<file path="src/rtl/phi_state_scheduler.sv">
// phi_state_scheduler: walks a small program table of (state, dwell, last)
// segments. It drives state_select to the neural processor for each segment's
// dwell, counted in tick_en pulses, and emits a decimated sample strobe.
module phi_state_scheduler #(
  parameter int unsigned NUM_SEG    = 8,
  parameter int unsigned DWELL_W    = 16,
  parameter int unsigned DECIM      = 4,
  parameter logic [2:0]  IDLE_STATE = 3'd0,
  localparam int unsigned SEG_W     = $clog2(NUM_SEG)
) (
  input  logic               clk,
  input  logic               rst,
  input  logic               tick_en,
  input  logic               cfg_we,
  input  logic [SEG_W-1:0]   cfg_addr,
  input  logic [2:0]         cfg_state,
  input  logic [DWELL_W-1:0] cfg_dwell,
  input  logic               cfg_last,
  input  logic               start,
  input  logic               abort,
  output logic [2:0]         state_select,
  output logic [SEG_W-1:0]   seg_idx,
  output logic               seg_change,
  output logic               busy,
  output logic               done,
  output logic               sample_strobe,
  output logic [15:0]        sample_count,
  output logic               cfg_err
);

  typedef enum logic [1:0] {S_IDLE, S_LOAD, S_RUN, S_DONE} state_t;

  state_t r_state;
  state_t w_next;

  // Program table, one field per array.
  logic [2:0]         r_tab_state [NUM_SEG];
  logic [DWELL_W-1:0] r_tab_dwell [NUM_SEG];
  logic [NUM_SEG-1:0] r_tab_last;

  logic [DWELL_W-1:0] r_dwell_cnt;
  logic [7:0]         r_dec;
  logic [2:0]         r_state_sel;
  logic [SEG_W-1:0]   r_seg_idx;
  logic               r_seg_change;
  logic               r_busy;
  logic               r_done;
  logic               r_strobe;
  logic [15:0]        r_count;
  logic               r_cfg_err;

  logic [2:0]         w_e_state;
  logic [DWELL_W-1:0] w_e_dwell;
  logic               w_e_last;
  logic               w_in_prog;
  logic               w_start_ok;
  logic               w_final_seg;
  logic               w_seg_end;

  // Current entry is read combinationally; writes are locked out while it is in use.
  assign w_e_state   = r_tab_state[r_seg_idx];
  assign w_e_dwell   = r_tab_dwell[r_seg_idx];
  assign w_e_last    = r_tab_last[r_seg_idx];
  assign w_in_prog   = (r_state == S_LOAD) || (r_state == S_RUN);
  assign w_start_ok  = (r_state == S_IDLE) && start && !abort;
  assign w_final_seg = w_e_last || (r_seg_idx == SEG_W'(NUM_SEG - 1));

  // State register.
  always_ff @(posedge clk) begin
    // NOTE: sequential state uses non-blocking assignments so every register samples pre-edge values.
    if (!rst) r_state <= S_IDLE;
    else      r_state <= w_next;
  end

  // Next-state logic; abort overrides every other transition.
  always_comb begin
    // NOTE: defaults first so no path leaves a variable unassigned (no latch).
    w_next    = r_state;
    w_seg_end = 1'b0;
    case (r_state)
      S_IDLE: if (start) w_next = S_LOAD;
      S_LOAD: if (w_e_dwell != '0) w_next = S_RUN;
              else                 w_seg_end = 1'b1;
      S_RUN:  if (tick_en && (r_dwell_cnt == DWELL_W'(1))) w_seg_end = 1'b1;
      S_DONE: w_next = S_IDLE;
      default: w_next = S_IDLE;
    endcase
    if (w_seg_end) w_next = w_final_seg ? S_DONE : S_LOAD;
    if (abort)     w_next = S_IDLE;
  end

  // Program table storage: writes only while the program is not executing.
  always_ff @(posedge clk) begin
    if (!rst) begin
      // NOTE: this storage is reset on purpose: an unprogrammed entry must read as an empty final segment.
      for (int i = 0; i < NUM_SEG; i++) begin
        r_tab_state[i] <= 3'd0;
        r_tab_dwell[i] <= '0;
        r_tab_last[i]  <= 1'b1;
      end
    end else if (cfg_we && !w_in_prog) begin
      r_tab_state[cfg_addr] <= cfg_state;
      r_tab_dwell[cfg_addr] <= cfg_dwell;
      r_tab_last[cfg_addr]  <= cfg_last;
    end
  end

  // Segment sequencing: state_select, seg_idx, dwell counter and status pulses.
  always_ff @(posedge clk) begin
    if (!rst) begin
      r_state_sel  <= IDLE_STATE;
      r_seg_idx    <= '0;
      r_seg_change <= 1'b0;
      r_busy       <= 1'b0;
      r_done       <= 1'b0;
      r_dwell_cnt  <= '0;
    end else begin
      r_seg_change <= 1'b0;
      r_busy       <= (w_next == S_LOAD) || (w_next == S_RUN);
      r_done       <= (w_next == S_DONE);
      if (abort) begin
        r_state_sel <= IDLE_STATE;
      end else begin
        case (r_state)
          S_IDLE: if (start) r_seg_idx <= '0;
          S_LOAD: if (w_e_dwell != '0) begin
                    r_state_sel  <= w_e_state;
                    r_seg_change <= 1'b1;
                    r_dwell_cnt  <= w_e_dwell;
                  end
          S_RUN:  if (tick_en) r_dwell_cnt <= r_dwell_cnt - 1'b1;
          S_DONE: r_state_sel <= IDLE_STATE;
          default: ;
        endcase
        if (w_seg_end && (w_next == S_LOAD)) r_seg_idx <= r_seg_idx + 1'b1;
      end
    end
  end

  // Decimator and sticky config-error flag; both restart with an accepted start.
  always_ff @(posedge clk) begin
    if (!rst) begin
      r_dec     <= '0;
      r_strobe  <= 1'b0;
      r_count   <= '0;
      r_cfg_err <= 1'b0;
    end else begin
      r_strobe <= 1'b0;
      if (w_start_ok) begin
        r_dec     <= '0;
        r_count   <= '0;
        r_cfg_err <= 1'b0;
      end else begin
        if (!abort && w_in_prog && tick_en) begin
          if (r_dec == 8'(DECIM - 1)) begin
            r_dec    <= '0;
            r_strobe <= 1'b1;
            if (r_count != 16'hFFFF) r_count <= r_count + 1'b1;
          end else begin
            r_dec <= r_dec + 1'b1;
          end
        end
        if (cfg_we && w_in_prog) r_cfg_err <= 1'b1;
      end
    end
  end

  assign state_select  = r_state_sel;
  assign seg_idx       = r_seg_idx;
  assign seg_change    = r_seg_change;
  assign busy          = r_busy;
  assign done          = r_done;
  assign sample_strobe = r_strobe;
  assign sample_count  = r_count;
  assign cfg_err       = r_cfg_err;

endmodule

</file>
<file path="config.mk">
export PLATFORM = sky130hd
export DESIGN_NAME = phi_state_scheduler
export DESIGN_NICKNAME = d
export VERILOG_FILES = /design/src/rtl/phi_state_scheduler.sv
export SDC_FILE = /design/constraint.sdc
export NUM_CORES = 1
export LEC_CHECK = 0
export ABC_AREA = 0
export CORE_MARGIN = 2
export CORE_UTILIZATION = 60
export DETAILED_ROUTE_END_ITERATION = 8
export DONT_BUFFER_PORTS = 1
export PLACE_DENSITY = 0.76
export SYNTH_ARGS = -nofsm -noshare
export SYNTH_HDL_FRONTEND = slang
export SYNTH_SLANG_ARGS = --single-unit
</file>
<file path="constraint.sdc">
create_clock -name clk -period 4.6 [get_ports clk]
set_clock_uncertainty 0.2 [all_clocks]
set_input_delay 0.92 -clock clk [delete_from_list [all_inputs] [get_ports clk]]
set_output_delay 0.92 -clock clk [all_outputs]
set_load 0.005 [all_outputs]
</file>
==> impl_results.md <==
- Status: complete, no violations
- Most numerous cell on the critical path: mux2i_1
- Synth Instances: 818
- Global-route wire length before repair: 37,200 µm
- Final net count: 862
- Pwr/cell area: 372 nW/µm²
- # port buffers: 0
- CTS tree: built
- Flop pwr share: 52.6%
- Slew Limit Fails: 0
- Area grow syn2layout: 10.4%
- R2r setup slk: 0.60 ns
- Worst-Margin Slew: 1.16 ns
- Post-synthesis compound-gate area fraction: 5.88%
- Antenna cells: 0
- Post-Synth XOR/XNOR Area: 1.73%
- Placer Congestion: 0.897
- FF/Latch Area: 5850 µm²
- Pint: 0.00325 W
- Endpoints failing setup: 0
- Post-Route Utilization: 67.6%
- Worst Hold Class: register to register
- DRT Wirelength: 24,000 µm
- CTS Hold Bufs: 0
- Period Utilization, post-route: 86.9%
- Net Sw Power: 0.000899 W
- WP data arrival: 4.23 ns
- Root Buffer: clkbuf_16
- Hold depth: 2
- Min Clock Period, post-route: 4.00 ns
- H-tree levels: 1
- Vias in the first global route: 6,723
- Die area: 17,900 µm²
- Number of flops mapped to enable cells by yosys: 152
- Post-synth top cells: and2_1, edfxtp_1, nor2_1
- Pleak: 3.95 nW
- Most frequent cell after synthesis: and2_1
- Post-Synth Simple-Gate Area: 18.6%
- Core Area: 16,500 µm²
- Ys Warns: 0
- Drt first pass iters: 5
- Yosys top cell area share: 45.1%
- Top cells by area, synth: edfxtp_1, dfxtp_1, and2_1
- Setup bufs post-CTS: 0
- Worst EP required: 4.83 ns
- Avg Inst Size Synth: 12.4 µm²
- Unrepaired setup endpoints after global routing: false
- FP Rows: 47
- R2R cell count: 11
- F_max: 250 MHz
- DP Wirelength: 15,000 µm
- Largest family of logic cells by synthesized area: simple AND/OR/NAND/NOR gates
- Hold slack: 0.293 ns
- Reg2reg end: seg_idx[1]$_SDFFE_PN0P_
- CP Capture Type: register
- Worst slew margin: 22.4%
- Gate power share: 4.6%
- CTS resizes: 0
- IO Pins: 56
- Ratio of cells with drive above 1 in the final layout: 14.2%
- Grt ovf: 0
- Max-capacitance violation count: 0
- Post-synth ARST share: 0%
- CTS Buf Count: 23
- Worst Min Path Start: r_tab_last[0]$_SDFFE_PN1P_
- Synthesized area: 10,100 µm²
- Footprint of the multi-input gates: 4120 µm²
- Filler cells: 1,142
- Register bit total from synthesis: 216
- Hold Violations, Final: 0
- Vias per std cell: 6.24
- Post-synthesis sequential area ratio: 57.8%
- Post-route ant nets: 0
- Setup tns final: 0 ns
- Chip width: 134 µm
- Clock-pin slew on the worst setup and hold paths: 0.06 ns
- # clock sinks: 216
- Syn nets: 859
- Clock buffer depth: 3
- Slowest cell on crit path: dfxtp_2
- Net Sw Frac: 21.7%
- Worst skew pair latency: 0.53 ns
- Worst VDD drop: 0.000297 V
- Per-cell routed wire length: 22.7 µm
- Die Height: 134 µm
- Post-Synth Adder-Cell Area: 1.48%
- Clock power share: 42.8%
- DR DRC count: 0
- Critical Path Fanout Max: 14
- Worst Hold Path EP: r_tab_last[0]$_SDFFE_PN1P_
- Distinct cell type count after synthesis: 53
- Crit path launch type: register
- Worst path max stage delay: 0.63 ns
- Setup CP Type: register to register
- CP cell instances: buf_4 > mux4_2 > mux2i_1 > nand4_1 > nor4_4 > and2_1 > a211oi_1 > nor3_1 > ha_1 > o211a_4 > mux2i_1
- Multiplexer area fraction after synthesis: 12.1%
- Largest net degree at the start of global routing: 36
- Yosys top cell by area: edfxtp_1
- Total number of vias: 6,592
- Initial Utilization: 61.2%
- Initial drt markers: 576
- Initial antenna violation count: 1
- GRT Util Overall: 27.3%
- Main synth FF type: edfxtp_1
==> worst max-delay path, delay by kind of cell (launching register included) <==
family | cells | cell delay (ns)
AO/OA/AOI/OAI | 2 | 0.31
adder cells (fa/ha/maj) | 1 | 0.25
buffers and inverters | 1 | 0.36
flip-flops | 1 | 0.63
multiplexers | 3 | 0.96
AND/OR/NAND/NOR | 4 | 1.18
==> layout make-up <==
class / instances / share of cell area [%]
clock buffers: 30 / 5.67
clock inverters: 11 / 0.785
inverters: 14 / 0.471
multi-input cells: 546 / 36.9
flip-flops and latches: 216 / 52.4
well taps: 220 / 2.47
repair buffers: 20 / 1.34
==> flip-flops by register name, indices dropped and copies added (netlist names), 2 cells and up, named ones only <==
| name | flops |
|---|---|
| r_dec | 8 |
| r_tab_dwell | 128 |
| r_state | 2 |
| seg_idx | 3 |
| sample_count | 16 |
| r_dwell_cnt | 16 |
| state_select | 3 |
| r_tab_last | 8 |
| r_tab_state | 24 |
==> through the flow <==
| stage | cells | cell area, µm² | power, W | worst slack [ns] |
|---|---|---|---|---|
| 6_report | 1057 | 11200 | 0.00415 | 0.602 |
| 5_1_grt | 1057 | 11200 | 0.00424 | 0.310 |
| 4_1_cts | 1057 | 11200 | 0.00416 | 0.585 |
| 3_5_place_dp | 1016 | 10400 | 0.00241 | 0.602 |
| 3_3_place_gp | 1016 | 10400 | 0.00240 | 0.752 |
| 2_1_floorplan | 818 | 10100 | 0.00234 | 1.17 |
==> how the worst max path moves through the flow <==
| stage | from | to | slack (ns) | depth (start not counted) |
|---|---|---|---|---|
| after global placement | register | register | 0.75 | 11 |
| after floorplan | cfg_we | r_tab_dwell[0][0]$_SDFFCE_PN0P_ | 1.17 | 3 |
| after detailed placement | register | seg_idx[2]$_SDFFE_PN0P_ | 0.60 | 11 |
| final | register | seg_idx[1]$_SDFFE_PN0P_ | 0.60 | 11 |
| after CTS | register | seg_idx[1]$_SDFFE_PN0P_ | 0.58 | 11 |
| after global routing | register | seg_idx[2]$_SDFFE_PN0P_ | 0.31 | 11 |
==> per-layer routing <==
| metal | track usage (%) | vias up | part of all wire [%] |
|---|---|---|---|
| met3 | 4.95 | 63 | 7.5 |
| li1 | - | 2976 | - |
| met2 | 46.2 | 312 | 49 |
| met1 | 36.0 | 3241 | 40 |
| met4 | 9.10 | 0 | 3.2 |
| met5 | 0 | - | 0 |
==> cells in the final DEF (no fill, tap or decap), drive strengths merged, types with 2 or more instances in the layout <==
cell and count:
and2 154, mux2 4, buf 20, o211ai 3
nand3 12, a21o 4, edfxtp 152, mux4 40
nand2b 11, o21ai 26, a41oi 2, inv 15
and4 3, a22o 3, xnor2 11, and3 3
nor3 13, clkbuf 30, mux2i 28, clkinv 9
or4 2, nor2b 3, nor2 80, or3 3
o31ai 4, nor4 6, ha 12, a21oi 36
a211oi 3, xor2 9, nand2 39, a31oi 3
nand4 14, dfxtp 64, nand3b 2, o22ai 3
==> power by group through the flow <==
stage | logic [W] | clock network (W) | registers (W)
2_1_floorplan | 0.000126 | 0 | 0.00221
3_3_place_gp | 0.000182 | 0 | 0.00222
3_5_place_dp | 0.000187 | 0 | 0.00222
4_1_cts | 0.000188 | 0.00179 | 0.00218
5_1_grt | 0.000203 | 0.00185 | 0.00219
6_report | 0.000190 | 0.00178 | 0.00218
==> logic make-up after synthesis <==
kind of cell | count (synthesis)
xor+xnor | 20
simple gates | 348
compound gates | 94
flops | 216
fa+ha+maj | 12
mux | 72
buf+inv | 56
Note: power is estimated with default switching activity, not from simulation.
